===== src/rtl/seq_det_pkg.sv =====
// Shared types, reset-default configuration and mask helper for the
// programmable serial pattern detector.
package seq_det_pkg;

  typedef enum logic {IDLE, RUN} state_t;

  localparam int                   MAX_PAT_W   = 32;
  localparam logic [MAX_PAT_W-1:0] DEF_PATTERN = 32'b1011;
  localparam int                   DEF_LEN     = 4;
  localparam logic                 DEF_OVERLAP = 1'b1;
  localparam int                   DEF_TARGET  = 1;
  localparam int                   DEF_TIMEOUT = 0;

  // Ones in the low len bit positions; pattern widths above MAX_PAT_W are unsupported.
  function automatic logic [MAX_PAT_W-1:0] len_mask(input int len);
    logic [MAX_PAT_W-1:0] m;
    for (int i = 0; i < MAX_PAT_W; i++) m[i] = (i < len);
    return m;
  endfunction

endpackage


===== src/rtl/seq_det_ctrl_if.sv =====
// Control/CSR and serial-stream bundle between a master and the detector.
interface seq_det_ctrl_if #(
  parameter int PAT_W = 8,
  parameter int CNT_W = 8,
  parameter int TO_W  = 16,
  parameter int LEN_W = $clog2(PAT_W) + 1
);

  logic             cfg_we;
  logic [PAT_W-1:0] cfg_pattern;
  logic [LEN_W-1:0] cfg_len;
  logic             cfg_overlap;
  logic [CNT_W-1:0] cfg_target;
  logic [TO_W-1:0]  cfg_timeout;
  logic             start;
  logic             abort;
  logic             din_vld;
  logic             din;
  logic             busy;
  logic             match;
  logic [CNT_W-1:0] match_cnt;
  logic             done;
  logic             timeout;
  logic             cfg_err;

  modport master (
    output cfg_we, cfg_pattern, cfg_len, cfg_overlap, cfg_target, cfg_timeout,
    output start, abort, din_vld, din,
    input  busy, match, match_cnt, done, timeout, cfg_err
  );

  modport slave (
    input  cfg_we, cfg_pattern, cfg_len, cfg_overlap, cfg_target, cfg_timeout,
    input  start, abort, din_vld, din,
    output busy, match, match_cnt, done, timeout, cfg_err
  );

endinterface


===== src/rtl/seq_match_core.sv =====
// Bit-serial matcher: history shift register, saturating fill count and a
// masked compare of the post-shift history against the pattern.
module seq_match_core
  import seq_det_pkg::*;
#(
  parameter int PAT_W = 8,
  parameter int LEN_W = $clog2(PAT_W) + 1
) (
  input  logic             clk,
  input  logic             rst,
  input  logic             shift_en,
  input  logic             clr,
  input  logic             din,
  input  logic [PAT_W-1:0] pattern,
  input  logic [LEN_W-1:0] len,
  input  logic             overlap,
  output logic             hit
);

  // The oldest bit would leave the window before it is ever compared, so only PAT_W-1 are kept.
  logic [PAT_W-2:0]     hist;
  logic [PAT_W-1:0]     hist_nxt;
  logic [LEN_W-1:0]     fill;
  logic [LEN_W-1:0]     fill_nxt;
  logic [MAX_PAT_W-1:0] diff;

  always_comb begin
    hist_nxt = {hist, din};
    fill_nxt = (fill >= LEN_W'(PAT_W)) ? fill : fill + 1'b1;
    diff     = MAX_PAT_W'(hist_nxt ^ pattern) & len_mask(int'(len));
    hit      = shift_en && (fill_nxt >= len) && (diff == '0);
  end

  always_ff @(posedge clk) begin
    if (rst || clr) begin
      hist <= '0;
      fill <= '0;
    end else if (shift_en) begin
      hist <= hist_nxt[PAT_W-2:0];
      fill <= (hit && !overlap) ? '0 : fill_nxt;
    end
  end

endmodule


===== src/rtl/seq_det_ctrl.sv =====
// Run controller for the serial pattern matcher: config registers, IDLE/RUN
// sequencing, match/timeout counters and registered output pulses.
module seq_det_ctrl
  import seq_det_pkg::*;
#(
  parameter int PAT_W = 8,
  parameter int CNT_W = 8,
  parameter int TO_W  = 16
) (
  input  logic           clk,
  input  logic           rst,
  seq_det_ctrl_if.slave  bus
);

  localparam int LEN_W = $clog2(PAT_W) + 1;

  state_t           state;
  state_t           state_nxt;
  logic [PAT_W-1:0] pattern_q;
  logic [LEN_W-1:0] len_q;
  logic [LEN_W-1:0] len_eff;
  logic             overlap_q;
  logic [CNT_W-1:0] target_q;
  logic [CNT_W-1:0] target_eff;
  logic [TO_W-1:0]  timeout_q;
  logic [TO_W-1:0]  to_cnt;
  logic [CNT_W-1:0] match_cnt_q;
  logic             cfg_legal;
  logic             accept;
  logic             reject;
  logic             shift_en;
  logic             hit;
  logic             match_nxt;
  logic             done_nxt;
  logic             timeout_nxt;
  logic             busy_q;
  logic             match_q;
  logic             done_q;
  logic             timeout_q_pulse;
  logic             cfg_err_q;

  assign shift_en = (state == RUN) && !bus.abort && bus.din_vld;

  seq_match_core #(
    .PAT_W (PAT_W),
    .LEN_W (LEN_W)
  ) u_core (
    .clk      (clk),
    .rst      (rst),
    .shift_en (shift_en),
    .clr      (accept),
    .din      (bus.din),
    .pattern  (pattern_q),
    .len      (len_q),
    .overlap  (overlap_q),
    .hit      (hit)
  );

  always_ff @(posedge clk) begin
    if (rst) state <= IDLE;
    else     state <= state_nxt;
  end

  // A start in the same cycle as a config write is judged against the new values.
  always_comb begin
    state_nxt   = state;
    accept      = 1'b0;
    reject      = 1'b0;
    match_nxt   = 1'b0;
    done_nxt    = 1'b0;
    timeout_nxt = 1'b0;
    len_eff     = bus.cfg_we ? bus.cfg_len    : len_q;
    target_eff  = bus.cfg_we ? bus.cfg_target : target_q;
    cfg_legal   = (len_eff >= LEN_W'(2)) && (len_eff <= LEN_W'(PAT_W)) && (target_eff != '0);
    case (state)
      IDLE: begin
        if (bus.start) begin
          if (cfg_legal) begin
            accept    = 1'b1;
            state_nxt = RUN;
          end else begin
            reject = 1'b1;
          end
        end
      end
      RUN: begin
        if (bus.abort) begin
          state_nxt = IDLE;
        end else begin
          match_nxt = hit;
          if (hit && ((match_cnt_q + 1'b1) == target_q)) begin
            done_nxt  = 1'b1;
            state_nxt = IDLE;
          end else if ((timeout_q != '0) && (to_cnt == (timeout_q - 1'b1))) begin
            timeout_nxt = 1'b1;
            state_nxt   = IDLE;
          end
        end
      end
      default: state_nxt = IDLE;
    endcase
  end

  always_ff @(posedge clk) begin
    if (rst) begin
      pattern_q       <= DEF_PATTERN[PAT_W-1:0];
      len_q           <= LEN_W'(DEF_LEN);
      overlap_q       <= DEF_OVERLAP;
      target_q        <= CNT_W'(DEF_TARGET);
      timeout_q       <= TO_W'(DEF_TIMEOUT);
      match_cnt_q     <= '0;
      to_cnt          <= '0;
      busy_q          <= 1'b0;
      match_q         <= 1'b0;
      done_q          <= 1'b0;
      timeout_q_pulse <= 1'b0;
      cfg_err_q       <= 1'b0;
    end else begin
      if ((state == IDLE) && bus.cfg_we) begin
        pattern_q <= bus.cfg_pattern;
        len_q     <= bus.cfg_len;
        overlap_q <= bus.cfg_overlap;
        target_q  <= bus.cfg_target;
        timeout_q <= bus.cfg_timeout;
      end
      if (accept) begin
        match_cnt_q <= '0;
        to_cnt      <= '0;
      end else if (state == RUN) begin
        to_cnt <= to_cnt + 1'b1;
        if (match_nxt) match_cnt_q <= match_cnt_q + 1'b1;
      end
      busy_q          <= (state_nxt == RUN);
      match_q         <= match_nxt;
      done_q          <= done_nxt;
      timeout_q_pulse <= timeout_nxt;
      cfg_err_q       <= reject;
    end
  end

  assign bus.busy      = busy_q;
  assign bus.match     = match_q;
  assign bus.match_cnt = match_cnt_q;
  assign bus.done      = done_q;
  assign bus.timeout   = timeout_q_pulse;
  assign bus.cfg_err   = cfg_err_q;

endmodule


===== src/flat_wrapper.sv =====
// flat-port wrapper written by rule: the top's interface ports become plain ports
module seq_det_ctrl_flat import seq_det_pkg::*;
#(
  parameter int PAT_W = 8,
  parameter int CNT_W = 8,
  parameter int TO_W  = 16
)
  (clk, rst, bus_cfg_we, bus_cfg_pattern, bus_cfg_len, bus_cfg_overlap, bus_cfg_target, bus_cfg_timeout, bus_start, bus_abort, bus_din_vld, bus_din, bus_busy, bus_match, bus_match_cnt, bus_done, bus_timeout, bus_cfg_err);
  seq_det_ctrl_if #(.PAT_W(PAT_W), .CNT_W(CNT_W), .TO_W(TO_W)) bus_i ();
  input  logic clk;
  input  logic rst;
  input wire logic [$bits(bus_i.cfg_we)-1:0] bus_cfg_we;
  input wire logic [$bits(bus_i.cfg_pattern)-1:0] bus_cfg_pattern;
  input wire logic [$bits(bus_i.cfg_len)-1:0] bus_cfg_len;
  input wire logic [$bits(bus_i.cfg_overlap)-1:0] bus_cfg_overlap;
  input wire logic [$bits(bus_i.cfg_target)-1:0] bus_cfg_target;
  input wire logic [$bits(bus_i.cfg_timeout)-1:0] bus_cfg_timeout;
  input wire logic [$bits(bus_i.start)-1:0] bus_start;
  input wire logic [$bits(bus_i.abort)-1:0] bus_abort;
  input wire logic [$bits(bus_i.din_vld)-1:0] bus_din_vld;
  input wire logic [$bits(bus_i.din)-1:0] bus_din;
  output wire logic [$bits(bus_i.busy)-1:0] bus_busy;
  output wire logic [$bits(bus_i.match)-1:0] bus_match;
  output wire logic [$bits(bus_i.match_cnt)-1:0] bus_match_cnt;
  output wire logic [$bits(bus_i.done)-1:0] bus_done;
  output wire logic [$bits(bus_i.timeout)-1:0] bus_timeout;
  output wire logic [$bits(bus_i.cfg_err)-1:0] bus_cfg_err;
  assign bus_i.cfg_we = bus_cfg_we;
  assign bus_i.cfg_pattern = bus_cfg_pattern;
  assign bus_i.cfg_len = bus_cfg_len;
  assign bus_i.cfg_overlap = bus_cfg_overlap;
  assign bus_i.cfg_target = bus_cfg_target;
  assign bus_i.cfg_timeout = bus_cfg_timeout;
  assign bus_i.start = bus_start;
  assign bus_i.abort = bus_abort;
  assign bus_i.din_vld = bus_din_vld;
  assign bus_i.din = bus_din;
  assign bus_busy = bus_i.busy;
  assign bus_match = bus_i.match;
  assign bus_match_cnt = bus_i.match_cnt;
  assign bus_done = bus_i.done;
  assign bus_timeout = bus_i.timeout;
  assign bus_cfg_err = bus_i.cfg_err;
  seq_det_ctrl #(.PAT_W(PAT_W), .CNT_W(CNT_W), .TO_W(TO_W)) u_core (.clk(clk), .rst(rst), .bus(bus_i));
endmodule

===== config.mk =====
export PLATFORM = sky130hd
export DESIGN_NAME = seq_det_ctrl_flat
export DESIGN_NICKNAME = d
export VERILOG_FILES = /design/src/rtl/seq_det_pkg.sv /design/src/rtl/seq_det_ctrl_if.sv /design/src/rtl/seq_match_core.sv /design/src/rtl/seq_det_ctrl.sv /design/src/flat_wrapper.sv
export SDC_FILE = /design/constraint.sdc
export NUM_CORES = 1
export LEC_CHECK = 0
export CELL_PAD_IN_SITES_DETAIL_PLACEMENT = 2
export CELL_PAD_IN_SITES_GLOBAL_PLACEMENT = 2
export CORE_MARGIN = 1.5
export CORE_UTILIZATION = 36
export CTS_BUF_LIST = sky130_fd_sc_hd__clkbuf_8
export CTS_CLUSTER_DIAMETER = 120
export DETAILED_ROUTE_END_ITERATION = 16
export HOLD_SLACK_MARGIN = 0.06
export PLACE_DENSITY = 0.95
export REMOVE_ABC_BUFFERS = 1
export SYNTH_ARGS = -nofsm -noshare
export SYNTH_HDL_FRONTEND = slang
export SYNTH_SLANG_ARGS = --single-unit

===== constraint.sdc =====
create_clock -name clk -period 6.4 [get_ports clk]
set_input_delay 0.96 -clock clk [delete_from_list [all_inputs] [get_ports clk]]
set_output_delay 0.96 -clock clk [all_outputs]
set_load 0.02 [all_outputs]

==> results of run 1 <==
layout make-up:
cell class / count / area [um2] / area share [%]
clock buffers: 9 / 123.9 / 2.550
clock inverters: 7 / 43.79 / 0.9016
inverters: 11 / 41.29 / 0.8501
multi-input cells: 391 / 2341 / 48.20
flip-flops and latches: 77 / 1541 / 31.74
well taps: 140 / 175.2 / 3.606
repair buffers: 60 / 590.6 / 12.16
sequential cells by signal, summed over array words and instances, names as in the netlist, 4 cells and up:
signal and count:
u_core.bus.match_cnt 8, u_core.timeout_q 16, u_core.pattern_q 8, u_core.len_q 4
u_core.u_core.fill 4, u_core.to_cnt 16, u_core.target_q 8, u_core.u_core.hist 7
worst reg2reg max path: cells and delay by family (launching register included):
kind / cells / cell delay (ns)
and+or+nand+nor: 3 / 1.02
DFF: 1 / 0.75
AOI/OAI and AO/OA: 4 / 1.05
report_power, final:
| part | internal [W] | total, W | switching [W] |
|---|---|---|---|
| Sequential | 0.000497 | 0.000525 | 0.0000286 |
| Clock | 0.000138 | 0.000335 | 0.000197 |
| Combinational | 0.0000805 | 0.000180 | 0.0000994 |
worst paths after layout:
check	depth (start not counted)	start	slack, ns	endpoint
setup / recovery	8	bus_abort	3.16	u_core.u_core.fill[0]
hold / removal	2	u_core.pattern_q[4]	0.48	u_core.pattern_q[4]
setup reg to reg	7	u_core.bus.busy	3.47	u_core.u_core.fill[0]
hold reg to reg	2	u_core.pattern_q[4]	0.48	u_core.pattern_q[4]
layer usage:
layer | track usage, % | share of wire [%] | vias up
met5 | 0 | 0 | -
met4 | 10.24 | 3.4 | 0
met3 | 3.945 | 2.7 | 33
met2 | 48.35 | 52 | 92
met1 | 29.88 | 42 | 1934
li1 | - | - | 1836
logic make-up after synthesis:
group	count (synthesis)	synth area share, %
and+or+nand+nor	229	27.57
adders and majority gates	10	3.091
buffers and inverters	37	4.142
muxes	4	1.020
xor gates and xnor gates	53	11.47
AOI/OAI and AO/OA	95	14.62
DFF	77	38.08
cells in the final DEF, fill, tap and decap left out, drive strengths merged, types with 3 or more instances in the layout:
master         netlist  routed
nand3               11      11
or4                  3       3
clkdlybuf4s50        1      56
and3                 7       7
xnor2               23      23
a211o                6       6
nor4                11      11
or3                  7       7
nor2                34      34
o21ai               12      12
ha                  10      10
dfxtp               77      77
clkbuf              21       9
a31oi                8       8
a21oi               48      48
nor3                13      13
nand4                6       6
nand3b               7       7
nand2b               3       3
nor3b                4       4
clkinvlp             0       4
nand2              107     107
mux2i                3       3
inv                 11      12
buf                  4       4
xor2                30      30
and4                 3       3
nor2b                3       3
synth_stat cells (2+ instances only):
library cell and count:
a211o_1 4, a211o_2 2, a21o_1 2, a21oi_1 48
a221oi_1 2, a31oi_1 7, and2_1 2, and3_1 7
and4_1 3, buf_2 3, clkbuf_1 20, dfxtp_1 77
ha_1 10, inv_1 11, mux2i_1 3, nand2_1 107
nand2b_1 3, nand3_1 11, nand3b_1 7, nand4_1 6
nor2_1 34, nor2b_1 3, nor3_1 12, nor3b_1 4
nor4_1 9, nor4_2 2, nor4b_1 2, o211ai_1 2
o21ai_0 12, o41ai_1 2, or2b_2 2, or3_1 6
or4_1 2, xnor2_1 23, xor2_1 30
per-stage QoR:
stage	cell area, um2	std cells	setup WS (ns)	power (W)
global route	4857	695	3.077	0.001085
CTS	4857	695	3.187	0.001047
global placement	4690	679	3.137	0.0006938
detailed placement	4690	679	2.978	0.0007094
floorplan	3921	479	3.719	0.0006270
finish	4857	695	3.162	0.001041
==> metrics, run 1 <==
Overflow after GRT=0; CP Class=input pin to flop; sequential area share after synthesis=between 30% and 40%; Netlist cell types=60; TritonCTS Sinks=77; Die Y=between 100 and 150 um; CP bufs+invs=1; Starting Density=between 30 and 40%; total CTS buffers=9; CP max stage cell=nand3b_1; number of flops mapped to enable cells by yosys=0; CP required=between 6 and 7 ns; Mapped Cells=505; ratio of cells with drive above 1 in the final layout=6.126%; Final Util=between 40 and 50%; Final HPWL DP=slightly below 10 mm; Hold Crit Class=flop to flop; Vias=3895; CP startpoint kind=input pin; area leader, netlist=dfxtp_1; RSZ-0062 raised after global routing=no; Area Growth Syn to Fin=20.00%; outcome=finished clean; GRT Total Usage=between 20% and 30%; Max FO, Critical Path=14; Max Slew Vio Count=0; row count=38; Placer Congestion=0.8687; Reg clk slew, reported paths=0.09 ns; number of routed nets with antenna violations=0; Async SR Flop Fraction=0%; final net count=~600; Die Area=about 12000 um2; endpoints failing hold=0; Fin Hold WS=around 0.48 ns; IO Pins=57; DR iter-0 viols=around 130; Clock Root Buffer=clkbuf_8; Slew HR=between 40% and 50%; first-pass GRT wire length=about 23 mm; Filler cells=~1200; final WL=between 10 and 15 mm; DR vias/cell=5.604; Die X=between 100 and 150 um; ANT cells=0; cell family with most CP delay=compound AO/OA/AOI/OAI gates; vias in the first global route=approximately 4400; Synth Cell Area=around 4000 um2; post-cts sizing count=0; worst vdd rail ir drop=approximately 0.095 mV; Setup Viol. Count Final=0; clock period minus worst slack=between 3 and 4 ns; Crit. End Element=flop; upper clock frequency limit=about 310 MHz; PD cells=about 210 nW/um2; cts hold-fix bufs=0; Setup Buffers After CTS=0; synth top area cells=dfxtp_1, nand2_1, xor2_1; DRC viols=0; CP arrival=3.46 ns; Pleak=1.781 nW; Least-Margin Pin Slew=between 0.8 and 0.9 ns; CP peak stage delay=roughly 0.49 ns; clock latency on the worst-skew pair=0.35 ns; maximum root-to-sink buffer count=2; Final Cycle Share=between 50 and 60%; #FFs+latches synth=77; Buffers on Ports=56; critical path, cell by cell=clkdlybuf4s50_1 > nand3b_1 > a21oi_1 > o2111ai_1 > a211o_2 > or2_2 > nand3_1 > a31oi_1; wire length per cell=~21 um; H-Tree Depth=3; initial antenna violation count=0; TritonCTS clock tree=done; Syn Area/Cell=8.015 um2; first-pass iteration count of the detailed router=4; Core Area=10890 um2; Yosys warnings=0; top-area cell type share of the netlist area=38.08%; Setup TNS Final=0 ns; largest net degree at the start of global routing=43; max-cap violations=0; Worst Skew=0.01188 ns; ys flop type=dfxtp_1
Note: power is estimated with default switching activity, not from simulation.
==> inputs of run 2 (changes only) <==
--- a/config.mk
+++ b/config.mk
@@ -8,12 +8,12 @@
 export CELL_PAD_IN_SITES_DETAIL_PLACEMENT = 2
 export CELL_PAD_IN_SITES_GLOBAL_PLACEMENT = 2
 export CORE_MARGIN = 1.5
-export CORE_UTILIZATION = 36
+export CORE_UTILIZATION = 33
 export CTS_BUF_LIST = sky130_fd_sc_hd__clkbuf_8
 export CTS_CLUSTER_DIAMETER = 120
 export DETAILED_ROUTE_END_ITERATION = 16
 export HOLD_SLACK_MARGIN = 0.06
-export PLACE_DENSITY = 0.95
+export PLACE_DENSITY = 0.88
 export REMOVE_ABC_BUFFERS = 1
 export SYNTH_ARGS = -nofsm -noshare
 export SYNTH_HDL_FRONTEND = slang
==> constraint.sdc (replaced) <==
create_clock -name clk -period 3.15 [get_ports clk]
set_input_delay 0.4725 -clock clk [delete_from_list [all_inputs] [get_ports clk]]
set_output_delay 0.4725 -clock clk [all_outputs]
set_load 0.02 [all_outputs]
==> run 2 against run 1 <==
Routed wire length fell by 9.0%. Utilization fell by 3.2 points. Combinational power rose by 100%. Clock skew fell by 0.0031 ns. Die area rose by 8.8%. First-iteration DRC count rose by 3.1%. Hold slack improved by 0.0014 ns. Design area rose by 2.5%. Setup slack got worse by 2.8 ns. Register-to-register slack got worse by 3.1 ns. Largest cell class unchanged. Largest power group unchanged.
==> metrics, run 2 (synthesis gave the netlist of run 1 again) <==
outcome=finished clean; DR iter-0 viols=131 (+3.1%); final WL=13.26 mm (-9.0%); DR vias/cell=5.451 (-2.7%); Overflow after GRT=0 (unchanged); Buffers on Ports=56 (unchanged); Starting Density=33.70% (-3.5 points); total CTS buffers=9 (unchanged); Largest regs=u_core.timeout_q (16), u_core.to_cnt (16); clock period minus worst slack=2.801 ns; P_sw=0.0006226 W (+91%); Placer Congestion=0.7709 (-11%); Reg clk slew, reported paths=0.08 ns (about the same); most frequent CP cell=ha_1; Die X=113.8 um (+4.3%); Seq. cell area=1541 um2 (unchanged); placed cells=692 (+1.9%); Slew HR=62.08% (+22 points); endpoints failing hold=0 (unchanged); CP peak stage delay=0.49 ns (about the same); Hold Crit Class=flop to flop; RSZ-0062 raised after global routing=no; Max Slew Vio Count=0 (unchanged); max-cap violations=0 (unchanged); Final HPWL DP=9.845 mm (-0.54%); row count=40 (+5.3%); vias in the first global route=4190 (-4.9%); worst vdd rail ir drop=0.2202 mV (+130%); Pint=0.001669 W (+130%); Final Cycle Share=88.93%; first-pass GRT wire length=21.75 mm (-6.9%); commonest non-fill, non-tap cells in the layout=nand2_1, dfxtp_1, clkdlybuf4s50_1, a21oi_1, nor2_1; TritonCTS Sinks=77 (unchanged); Pleak=1.839 nW (+3.3%); Clk pwr share=37.7% (+5.5 points); upper clock frequency limit=around 360 MHz; Max FO, Critical Path=14 (unchanged); H-Tree Depth=3 (unchanged); Die Area=12940 um2 (+8.8%); cell family with most CP delay=compound AO/OA/AOI/OAI gates; CP startpoint kind=flop; first-pass iteration count of the detailed router=4 (unchanged); switching share of power=27.17% (-4.1 points); Filler cells=1388 (+12%); Reg power frac=46.2% (-4.3 points); CP Class=flop to flop; CP arrival=3.04 ns (-0.42 ns); Setup Buffers After CTS=0 (unchanged); M1 WL=5.841 mm (-3.8%); footprint of the multi-input gates=2341 um2 (unchanged); Clock Root Buffer=clkbuf_8; DR top layer=met4; critical path, cell by cell=inv_1 > ha_1 > mux2_2 > ha_1 > a211o_1 > a21oi_1 > a211o_2 > nor3_1 > xnor2_1 > nor2_1; GRT Total Usage=21.60% (-4.5 points); wire length on met3=415 um (+5.9%); Least-Margin Pin Slew=0.5657 ns (-0.3194 ns); PD cells=460.4 nW/um2 (+110%); DP Area=4743 um2 (+1.1%); initial antenna violation count=0 (unchanged); CP bufs+invs=1 (unchanged); cts hold-fix bufs=0 (unchanged); post-cts sizing count=0 (unchanged); Final Instance Area=4977 um2 (+2.5%); largest net degree at the start of global routing=36 (-16%); final net count=610 (+0.99%); ANT cells=0 (unchanged); Worst Skew=0.008751 ns (-0.003133 ns); CP required=3.38 ns (-3.24 ns); commonest non-fill, non-tap cell in the layout=nand2_1; Die Y=113.8 um (+4.3%); IO Pins=57 (unchanged); wire length per cell=18.72 um (-11%); maximum root-to-sink buffer count=2 (unchanged); Setup TNS Final=0 ns (unchanged); combinational power share=16.0% (-1.3 points); Setup Viol. Count Final=0 (unchanged); ratio of cells with drive above 1 in the final layout=7.308% (+1.2 points); non-filler cells, final=708 (+1.9%); Crit. End Element=flop; TritonCTS clock tree=done; clock latency on the worst-skew pair=0.37 ns (+0.02 ns); Met2 Wirelength=6.721 mm (-12%); Core Area=12010 um2 (+10%); number of routed nets with antenna violations=0 (unchanged); DRC viols=0 (unchanged); Area Growth Syn to Fin=22.97%; Vias=3859 (-0.92%); CP max stage cell=dfxtp_1
run 2: final cells by class:
type | count | share of cell area (%)
flip-flops and latches | 77 | 30.97
well taps | 147 | 3.695
multi-input cells | 391 | 47.03
repair buffers | 66 | 12.77
clock inverters | 5 | 1.659
clock buffers | 11 | 3.042
inverters | 11 | 0.8296
run 2: worst reg2reg max path: stages (launching register included):
cell and delay, ns:
dfxtp_1 0.49, inv_1 0.09, ha_1 0.30, mux2_2 0.28, ha_1 0.28, a211o_1 0.13, a21oi_1 0.06, a211o_2 0.44
nor3_1 0.35, xnor2_1 0.18, nor2_1 0.07
run 2: metrics by stage:
stage | setup WS (ns) | hold slack, ns | total power, W | utilization [%]
floorplan | 0.6839 | 0.4293 | 0.001274 | -
global placement | 0.5899 | 0.4553 | 0.001422 | 39.49
detailed placement | 0.3466 | 0.4714 | 0.001449 | 39.49
CTS | 0.3271 | 0.4828 | 0.002320 | 41.44
global route | 0.2365 | 0.5128 | 0.002395 | 41.44
finish | 0.3487 | 0.4794 | 0.002292 | 41.44
run 2: routing by layer:
layer | vias to the layer above | track usage [%]
met1 | 1911 | 25.87
met2 | 80 | 38.92
met5 | - | 0
li1 | 1845 | -
met3 | 23 | 3.560
met4 | 0 | 7.833
run 2: power by group through the flow:
stage | logic (W) | registers, W | clock network [W]
final | 0.000367 | 0.00106 | 0.000865
after global routing | 0.000406 | 0.00107 | 0.000923
after CTS | 0.000370 | 0.00106 | 0.000890
after floorplan | 0.000206 | 0.00107 | 0
after global placement | 0.000344 | 0.00108 | 0
after detailed placement | 0.000367 | 0.00108 | 0
run 2: path summary, 6_finish.rpt:
path              depth (start not counted)                  start  slack (ns)                      end
setup / recovery                         10  u_core.u_core.fill[0]        0.35  u_core.bus.match_cnt[6]
hold / removal                            2    u_core.pattern_q[2]        0.48      u_core.pattern_q[2]
setup reg to reg                         10  u_core.u_core.fill[0]        0.35  u_core.bus.match_cnt[6]
hold reg to reg                           2    u_core.pattern_q[2]        0.48      u_core.pattern_q[2]
==> inputs of run 3 (changes only) <==
==> constraint.sdc (replaced) <==
create_clock -name clk -period 3.15 [get_ports clk]
set_input_delay 0.4725 -clock clk [delete_from_list [all_inputs] [get_ports clk]]
set_output_delay 0.4725 -clock clk [all_outputs]
set_load 0.1 [all_outputs]
==> run 3 against run 2 <==
Die area stayed put. Utilization decreased by 0.64 points. Combinational power increased by 2%. Largest power group unchanged. Largest cell class unchanged. Global-route usage decreased by 1.2 points. Via count down 1.7%. Power decreased by 4.8%. Routed wire length shrank 6.5%. Non-clock buffer count is 1 lower. Sequential power is essentially flat.
==> metrics, run 3 (synthesis gave the netlist of run 1 again) <==
first-pass iteration count of the detailed router=4 (unchanged); Max FO, Critical Path=14 (unchanged); H-Tree Depth=3 (unchanged); Hold Crit Class=flop to flop; Place WS=0.3801 ns (+0.03347 ns); CP peak stage delay=0.47 ns (-0.02 ns); CP startpoint kind=flop; Filler cells=1412 (+1.7%); Setup TNS Final=0 ns (unchanged); Final Cycle Share=87.25% (-1.7 points); outcome=finished clean; Worst Setup EP=u_core.u_core.fill[3]; Slew HR=33.94% (-28 points); Buffers on Ports=56 (unchanged); commonest non-fill, non-tap cell in the layout=nand2_1; wire length per cell=17.56 um (-6.2%); Pleak=1.849 nW (+0.58%); DR vias/cell=5.374 (-1.4%); Final Util=40.80% (-0.64 points); endpoints failing hold=0 (unchanged); final net count=609 (-0.16%); total CTS buffers=9 (unchanged); clock period minus worst slack=2.749 ns (-0.05278 ns); Largest regs=u_core.timeout_q (16), u_core.to_cnt (16); Starting Density=33.70% (unchanged); Area Growth Syn to Fin=21.08%; IO Pins=57 (unchanged); Fin Hold WS=0.4832 ns (+0.003755 ns); Crit. End Element=flop; CP Class=flop to flop; Reg clk slew, reported paths=0.08 ns (about the same); cts hold-fix bufs=0 (unchanged); vias in the first global route=4093 (-2.3%); Least-Margin Pin Slew=0.9878 ns (+0.4221 ns); most frequent CP cell=ha_1; worst vdd rail ir drop=0.2117 mV (-3.9%); ANT cells=0 (unchanged); Placer Congestion=0.7654 (-0.71%); DRC viols=0 (unchanged); Clock Root Buffer=clkbuf_8; final setup margin=0.4015 ns (+0.05278 ns); max-cap violations=0 (unchanged); RR Endpoint=u_core.u_core.fill[3]; R2R depth=10 (unchanged); Setup Buffers After CTS=0 (unchanged); final WL=12.40 mm (-6.5%); GRT met2 Usage=34.74% (-4.2 points); ratio of cells with drive above 1 in the final layout=8.587% (+1.3 points); Die Area=12940 um2 (unchanged); Vias=3794 (-1.7%); initial antenna violation count=0 (unchanged); RSZ-0062 raised after global routing=no; Die Y=113.8 um (unchanged); first-pass GRT wire length=20.67 mm (-4.9%); post-cts sizing count=0 (unchanged); R2R setup slack=0.40 ns (+0.05 ns); GRT Total Usage=20.38% (-1.2 points); Worst Skew=0.008484 ns (-0.0002673 ns); largest net degree at the start of global routing=39 (+8.3%); clock latency on the worst-skew pair=0.37 ns (about the same); met3 Use GR=3.294% (-0.27 points); DR iter-0 viols=138 (+5.3%); TritonCTS Sinks=77 (unchanged); Worst Setup SP=u_core.u_core.fill[0]; PD cells=445.1 nW/um2 (-3.3%); gr busiest metal=met2; Die X=113.8 um (unchanged); row count=40 (unchanged); Core Area=12010 um2 (unchanged); reg-to-reg startpoint=u_core.u_core.fill[0]; TritonCTS clock tree=done; Final HPWL DP=9.307 mm (-5.5%); critical path, cell by cell=inv_1 > ha_1 > mux2_2 > ha_1 > a211o_1 > a21oi_1 > a211o_2 > or2_2 > o21ai_0 > nor3b_1; upper clock frequency limit=363.8 MHz (+1.9%); number of routed nets with antenna violations=0 (unchanged); commonest non-fill, non-tap cells in the layout=nand2_1, dfxtp_1, a21oi_1, clkdlybuf4s50_1, nor2_1; CP max stage cell=dfxtp_1; Max Slew Vio Count=0 (unchanged); Setup Viol. Count Final=0 (unchanged); met1 Use GR=25.56% (-0.31 points); CP required=3.43 ns (+0.05 ns); CP arrival=3.03 ns (about the same); Overflow after GRT=0 (unchanged); maximum root-to-sink buffer count=2 (unchanged)
## run 3: cell types whose count changed in the layout (fill, tap and decap cells not counted)
cell / delta
buf_4: +9
bufinv_16: -1
clkbuf_8: -1
clkdlybuf4s50_1: -10
clkinv_2: +2
clkinv_4: +1
clkinvlp_4: -3
inv_1: +1
## run 3: worst min path at each step
| stage | slack [ns] | from | to | depth (start not counted) |
|---|---|---|---|---|
| 2_1_floorplan | 0.43 | u_core.overlap_q | u_core.overlap_q | 2 |
| 3_3_place_gp | 0.46 | u_core.u_core.hist[6] | u_core.u_core.hist[6] | 2 |
| 3_5_place_dp | 0.48 | u_core.pattern_q[6] | u_core.pattern_q[6] | 2 |
| 4_1_cts | 0.49 | u_core.pattern_q[7] | u_core.pattern_q[7] | 2 |
| 5_1_grt | 0.51 | u_core.pattern_q[4] | u_core.pattern_q[4] | 2 |
| 6_report | 0.48 | u_core.pattern_q[7] | u_core.pattern_q[7] | 2 |
## run 3: metal layers
metal / wire length, um / share of wire, %
met5: 0 / 0
met4: 292 / 2.4
met2: 5929 / 48
met1: 5798 / 47
met3: 374 / 3.0
## run 3: power breakdown
| group | switching, W | total, W | internal [W] |
|---|---|---|---|
| Clock | 0.000370 | 0.000750 | 0.000379 |
| Sequential | 0.0000499 | 0.00106 | 0.00101 |
| Combinational | 0.000204 | 0.000373 | 0.000169 |
## run 3: stage by stage
step	instances	power [W]	area, um2
after floorplan	479	0.001286	3921
after global placement	691	0.001432	4711
after detailed placement	691	0.001457	4711
after CTS	706	0.002216	4901
after global routing	706	0.002295	4901
final	706	0.002181	4901
## run 3: cell type report
type                    count  area, um2  share of cell area (%)
well taps                 147      183.9                   3.753
flip-flops and latches     77       1541                   31.45
clock buffers              10      137.6                   2.808
multi-input cells         391       2341                   47.77
inverters                  11      41.29                  0.8425
clock inverters             5      52.55                   1.072
repair buffers             65      603.1                   12.31
## run 3: critical path, delay by kind of cell, from the launching register on
kind | cells | cell delay (ns)
AO/OA/AOI/OAI | 4 | 0.83
flip-flops | 1 | 0.47
buffers and inverters | 1 | 0.08
AND/OR/NAND/NOR | 2 | 0.41
multiplexers | 1 | 0.29
adder cells (fa/ha/maj) | 2 | 0.59
